`src/rtl/stream_mux.sv`:
```
// rtl/stream_mux.sv - N-channel stream multiplexer with fixed or round-robin selection and a registered output stage
module stream_mux #(
  parameter int N  = 8,
  parameter int W  = 8,
  parameter int SW = $clog2(N)
) (
  input  logic           clk,
  input  logic           rst_n,
  input  logic [N*W-1:0] in_data,
  input  logic [N-1:0]   in_valid,
  output logic [N-1:0]   in_ready,
  input  logic [SW-1:0]  s,
  input  logic           mode,
  output logic [W-1:0]   out_data,
  output logic           out_valid,
  input  logic           out_ready,
  output logic [SW-1:0]  out_sel
);

  // Round-robin search start; it only advances on round-robin transfers.
  logic [SW-1:0] ptr;

  // Arbitration result for the current cycle.
  logic          grant_any;
  logic [SW-1:0] grant_idx;
  logic [N-1:0]  grant;
  logic [W-1:0]  grant_data;

  // The output register can take a word when empty or being drained.
  // Reset gates it so no input is acknowledged while the block is held.
  logic load;
  assign load = rst_n & (~out_valid | out_ready);

  // Pick a channel: either the one named by s, or the first valid one
  // found searching upward from ptr with wrap-around.
  always_comb begin
    logic [SW:0]   sum;
    logic [SW-1:0] idx;
    grant_any = 1'b0;
    grant_idx = '0;
    sum       = '0;
    idx       = '0;
    if (!mode) begin
      // s values at or above N match no channel, so they yield no grant.
      for (int i = 0; i < N; i++) begin
        if (!grant_any && (s == SW'(i)) && in_valid[i]) begin
          grant_any = 1'b1;
          grant_idx = SW'(i);
        end
      end
    end else begin
      for (int k = 0; k < N; k++) begin
        sum = {1'b0, ptr} + (SW+1)'(k);
        if (sum >= (SW+1)'(N)) begin
          sum = sum - (SW+1)'(N);
        end
        idx = sum[SW-1:0];
        if (!grant_any && in_valid[idx]) begin
          grant_any = 1'b1;
          grant_idx = idx;
        end
      end
    end
  end

  // One-hot grant vector and the data word of the granted channel.
  always_comb begin
    grant      = '0;
    grant_data = '0;
    for (int i = 0; i < N; i++) begin
      if (grant_any && (grant_idx == SW'(i))) begin
        grant[i]   = 1'b1;
        grant_data = in_data[i*W +: W];
      end
    end
  end

  // Only the granted channel sees ready, and only when the register can load.
  assign in_ready = load ? grant : '0;

  // Output register: load the granted word, or drop valid when nothing is granted.
  always_ff @(posedge clk or negedge rst_n) begin
    if (!rst_n) begin
      out_valid <= 1'b0;
      out_data  <= '0;
      out_sel   <= '0;
    end else if (load) begin
      if (grant_any) begin
        out_valid <= 1'b1;
        out_data  <= grant_data;
        out_sel   <= grant_idx;
      end else begin
        out_valid <= 1'b0;
      end
    end
  end

  // Advance the round-robin pointer past the channel that just transferred.
  always_ff @(posedge clk or negedge rst_n) begin
    if (!rst_n) begin
      ptr <= '0;
    end else if (load && grant_any && mode) begin
      ptr <= (grant_idx == SW'(N-1)) ? '0 : grant_idx + 1'b1;
    end
  end

endmodule

```
`config.mk`:
```
export PLATFORM = sky130hd
export DESIGN_NAME = stream_mux
export DESIGN_NICKNAME = d
export VERILOG_FILES = /design/src/rtl/stream_mux.sv
export SDC_FILE = /design/constraint.sdc
export NUM_CORES = 1
export LEC_CHECK = 0
export CAP_MARGIN = 30
export CORE_UTILIZATION = 42
export DETAILED_ROUTE_END_ITERATION = 12
export PLACE_DENSITY = 0.76
export SLEW_MARGIN = 15
export SYNTH_ARGS = -nofsm -noshare
export SYNTH_HDL_FRONTEND = slang
export SYNTH_SLANG_ARGS = --single-unit
export TNS_END_PERCENT = 50
```
`constraint.sdc`:
```
create_clock -name clk -period 4.9 [get_ports clk]
set_clock_uncertainty 0.2 [all_clocks]
set_input_delay 0.49 -clock clk [delete_from_list [all_inputs] [get_ports clk]]
set_output_delay 0.49 -clock clk [all_outputs]
set_load 0.05 [all_outputs]
```
==> out/results.tsv <==
stage	metric	value	unit
clock_tree	numCtsBuffers	3	
worst_setup_path	critPathRequiredTime	4.21	ns
synthesis	prevailing_post_synth_register_cell	sky130_fd_sc_hd__dfrtp_1	
finish	nets	561	
synthesis	largest_family_of_logic_cells_by_synthesized_area	compound AO/OA/AOI/OAI gates	
worst_setup_path	setup.worst_path.end_class	output port	
clock_tree	cts_max_path_buffers	2	
finish	share_of_layout_cells_above_drive_strength_1	0.1860	
drt	detail_route.wl_per_cell	17.79	µm
pwr	power.leakage	1.692	nW
finish	final_common_cell	sky130_fd_sc_hd__clkdlybuf4s50_1	
sta	hold_violations	0	
clock_tree	tritoncts	built	
worst_setup_path	critical_path_maximum_fanout	14	
finish	syn_to_layout_area_delta	51.11	%
worst_setup_path	cp_data_arrival_time	4.01	ns
worst_setup_path	cpPeakStageDelay	0.37	ns
synthesis	net_count_after_synthesis	454	
synthesis	synth-warning-count	0	
drt	routed_via_density	6.064	
synthesis	synthXorXnorAreaFrac	0.009498	
global_route	grt_start_max_net_pins	30	
min_path	min-delay-path-class	register to register	
die	fp.dieArea	6916	µm²
die	num_rows	29	
synthesis	ys_seq_elements	15	
global_route	grt.overflow.total	0	
place	detailed_place_hpwl	7.454	mm
sta	timing.final.max_slew_violations	0	
drt	vias	3335	
global_route	antenna_found_initial	0	
clock_tree	hold_buffers	0	
pwr	power.density_cell_area	686.7	nW/µm²
synthesis	yosys-mux-area-fraction	0.2004	
synthesis	ys_types	57	
clock_tree	cts_max_level	1	
drt	drt-total-wl	9.783	mm
global_route	grtUsageTotal	0.2742	
die	io-pin-count	99	
drt	drt_pass1_iterations	5	
drt	drtIter0Drc	300	
finish	insertedDiodeCount	0	
pwr	totalPowerFinal	2.870	mW
clock_tree	tritoncts_num_sinks	15	
die	initial_core_util	0.4357	
clock_tree	worstSkewPairLatency	0.25	ns
pwr	irDropWorstVdd	0.4756	mV
die	die-height	83.16	µm
worst_setup_path	cp-start-kind	register	
worst_setup_path	timing.critical_path.slowest_stage_cell	sky130_fd_sc_hd__ha_4	
clock_tree	clkTransAtPathRegs	0.07	ns
synthesis	netlist_instances	367	
sta	fin_crit_sh	0.9589	
place	finalWeightedCongestion	0.8906	
worst_setup_path	crit_buf_inv	5	
worst_setup_path	regToRegStartpoint	ptr[0]	
worst_setup_path	setup.worst_path.class	register to output port	
synthesis	average_cell_area_after_synthesis	7.538	µm²
die	chipWidth	83.16	µm
finish	layoutNonFillerInstCount	550	
drt	antenna_violating_nets_post_route	0	
finish	most-common-layout-cells	sky130_fd_sc_hd__clkdlybuf4s50_1 (87), sky130_fd_sc_hd__buf_4 (42), sky130_fd_sc_hd__a21oi_1 (38)	
drt	drt_drc_violations_left	0	
die	design.core.area	6350	µm²
synthesis	synth_area	2766	µm²
global_route	grt_first_pass_wirelength	15.53	mm
sta	worst_slew_margin_relative_to_its_limit	0.5893	
synthesis	synth_simple_gate_area_frac	0.2194	
clock_tree	cts-root-buf	sky130_fd_sc_hd__clkbuf_8	
run	drv_cap	0	
place	portBuffers	98	
place	placed_cells_incl_taps	546	
status	outcome	completed	
synthesis	synthAdderAreaFrac	0.03618	
worst_setup_path	cp_cell_sequence	inv_1 > ha_4 > buf_4 > mux4_2 > mux2_2 > a31oi_1 > o21ai_0 > a211oi_1 > a41oi_2 > a21o_1 > inv_1 > ha_2 > buf_4 > and3_4 > buf_12	
worst_setup_path	critical_path.startpoint	ptr[0]	
global_route	via_count_of_the_first_global_routing_pass	3113	
synthesis	async_reset_ff_frac	1.000	
worst_setup_path	critical-path-top-delay-family	compound AO/OA/AOI/OAI gates	
min_path	holdCritStartpoint	out_sel[1]	
sta	fmaxAchievable	212.8	MHz
synthesis	synth_edf_count	0	
synthesis	synth_seq_area_share	0.1357	
sta	setup_violations	0	
synthesis	synth-compound-area-share	0.3021	
sta	tightest_slew	0.6161	ns
sta	period_needed	4.699	ns
power by group:
part / switching (mW) / leakage [nW] / internal [mW]
clock: 0.0521 / 0.0217 / 0.0572
combinational: 1.42 / 1.49 / 1.11
sequential: 0.0533 / 0.178 / 0.182
final timing paths:
kind                       cells after the start  slack, ns           to
setup / recovery                              15       0.20  in_ready[6]
hold / removal                                 2       0.32   out_sel[1]
setup reg to reg                              19       0.21  out_data[1]
hold reg to reg                                2       0.32   out_sel[1]
max in group asynchronous                      2       3.95       ptr[1]
min in group asynchronous                      2       0.35  out_data[4]
stage by stage:
step           hold WS, ns  worst slack, ns  cell area [µm²]   TNS, ns    util
6_report            0.3193           0.2014             4180         0  0.6583
5_1_grt             0.3283         -0.01454             4180  -0.02527  0.6583
4_1_cts             0.3218          0.01926             4139         0  0.6518
3_5_place_dp        0.3013          -0.1002             4085   -0.4400  0.6434
3_3_place_gp        0.2994         -0.05212             4085   -0.1095  0.6434
2_1_floorplan    -0.005591          0.03489             2791         0       -
timing repair:
item                                    4_1_cts  5_1_grt
endpoints found under the setup margin       10       16
setup buffers                                 0        0
gates resized for setup                       2       11
cell usage after synthesis, types with 3 or more instances:
cell type                  number  area (µm²)
sky130_fd_sc_hd__a21oi_1       39       195.2
sky130_fd_sc_hd__clkbuf_1      27       101.4
sky130_fd_sc_hd__a31oi_1       26       162.7
sky130_fd_sc_hd__inv_1         23       86.33
sky130_fd_sc_hd__nor2_1        22       82.58
sky130_fd_sc_hd__nor2b_1       22       137.6
sky130_fd_sc_hd__dfrtp_1       15       375.4
sky130_fd_sc_hd__o21ai_0       15       75.07
sky130_fd_sc_hd__nand2_1       13       48.80
sky130_fd_sc_hd__mux2_1        11       123.9
sky130_fd_sc_hd__mux2i_1       10       100.1
sky130_fd_sc_hd__mux4_2        10       225.2
sky130_fd_sc_hd__nor3_1         9       45.04
sky130_fd_sc_hd__o21ai_1        9       45.04
sky130_fd_sc_hd__a221oi_1       8       70.07
sky130_fd_sc_hd__ha_1           8       100.1
sky130_fd_sc_hd__nand3b_1       8       60.06
sky130_fd_sc_hd__and3_1         7       43.79
sky130_fd_sc_hd__mux2_2         7       78.83
sky130_fd_sc_hd__nand2b_1       7       43.79
sky130_fd_sc_hd__nand3_1        6       30.03
sky130_fd_sc_hd__o211ai_1       5       37.54
sky130_fd_sc_hd__and2_1         4       25.02
sky130_fd_sc_hd__buf_2          4       20.02
sky130_fd_sc_hd__a211oi_1       3       22.52
sky130_fd_sc_hd__buf_6          3       33.78
sky130_fd_sc_hd__o31ai_1        3       22.52
final cells by class:
cell class	instances	area, µm²
clock inverters	1	7.507
flip-flops and latches	15	375.4
repair buffers	140	1384
well taps	77	96.34
clock buffers	3	41.29
multi-input cells	290	2186
fillers	531	2170
inverters	24	90.09
registers in the layout, summed over array words and instances, names as in the netlist:
name,flops
out_sel,3
ptr,3
out_valid,1
out_data,8
routing by layer:
layer,share of wire,GRT usage,vias up
met4,0.018,0.07994,0
met2,0.45,0.4180,164
met5,0,0,-
met1,0.45,0.3963,1567
li1,-,-,1586
met3,0.078,0.04672,18
tightest hold or removal path: stages (launching register included):
cell	delay (ns)
sky130_fd_sc_hd__dfrtp_1	0.38
sky130_fd_sc_hd__inv_1	0.05
sky130_fd_sc_hd__mux2i_1	0.05
logic make-up (layout without fill, tap and decap cells):
kind of cell             after synthesis  in the layout
AO/OA/AOI/OAI                        131            131
AND/OR/NAND/NOR                      109            109
adder cells (fa/ha/maj)                8              8
buffers and inverters                 62            168
flip-flops                            15             15
multiplexers                          39             39
XOR/XNOR                               3              3
(Power assumes the default switching activity.)
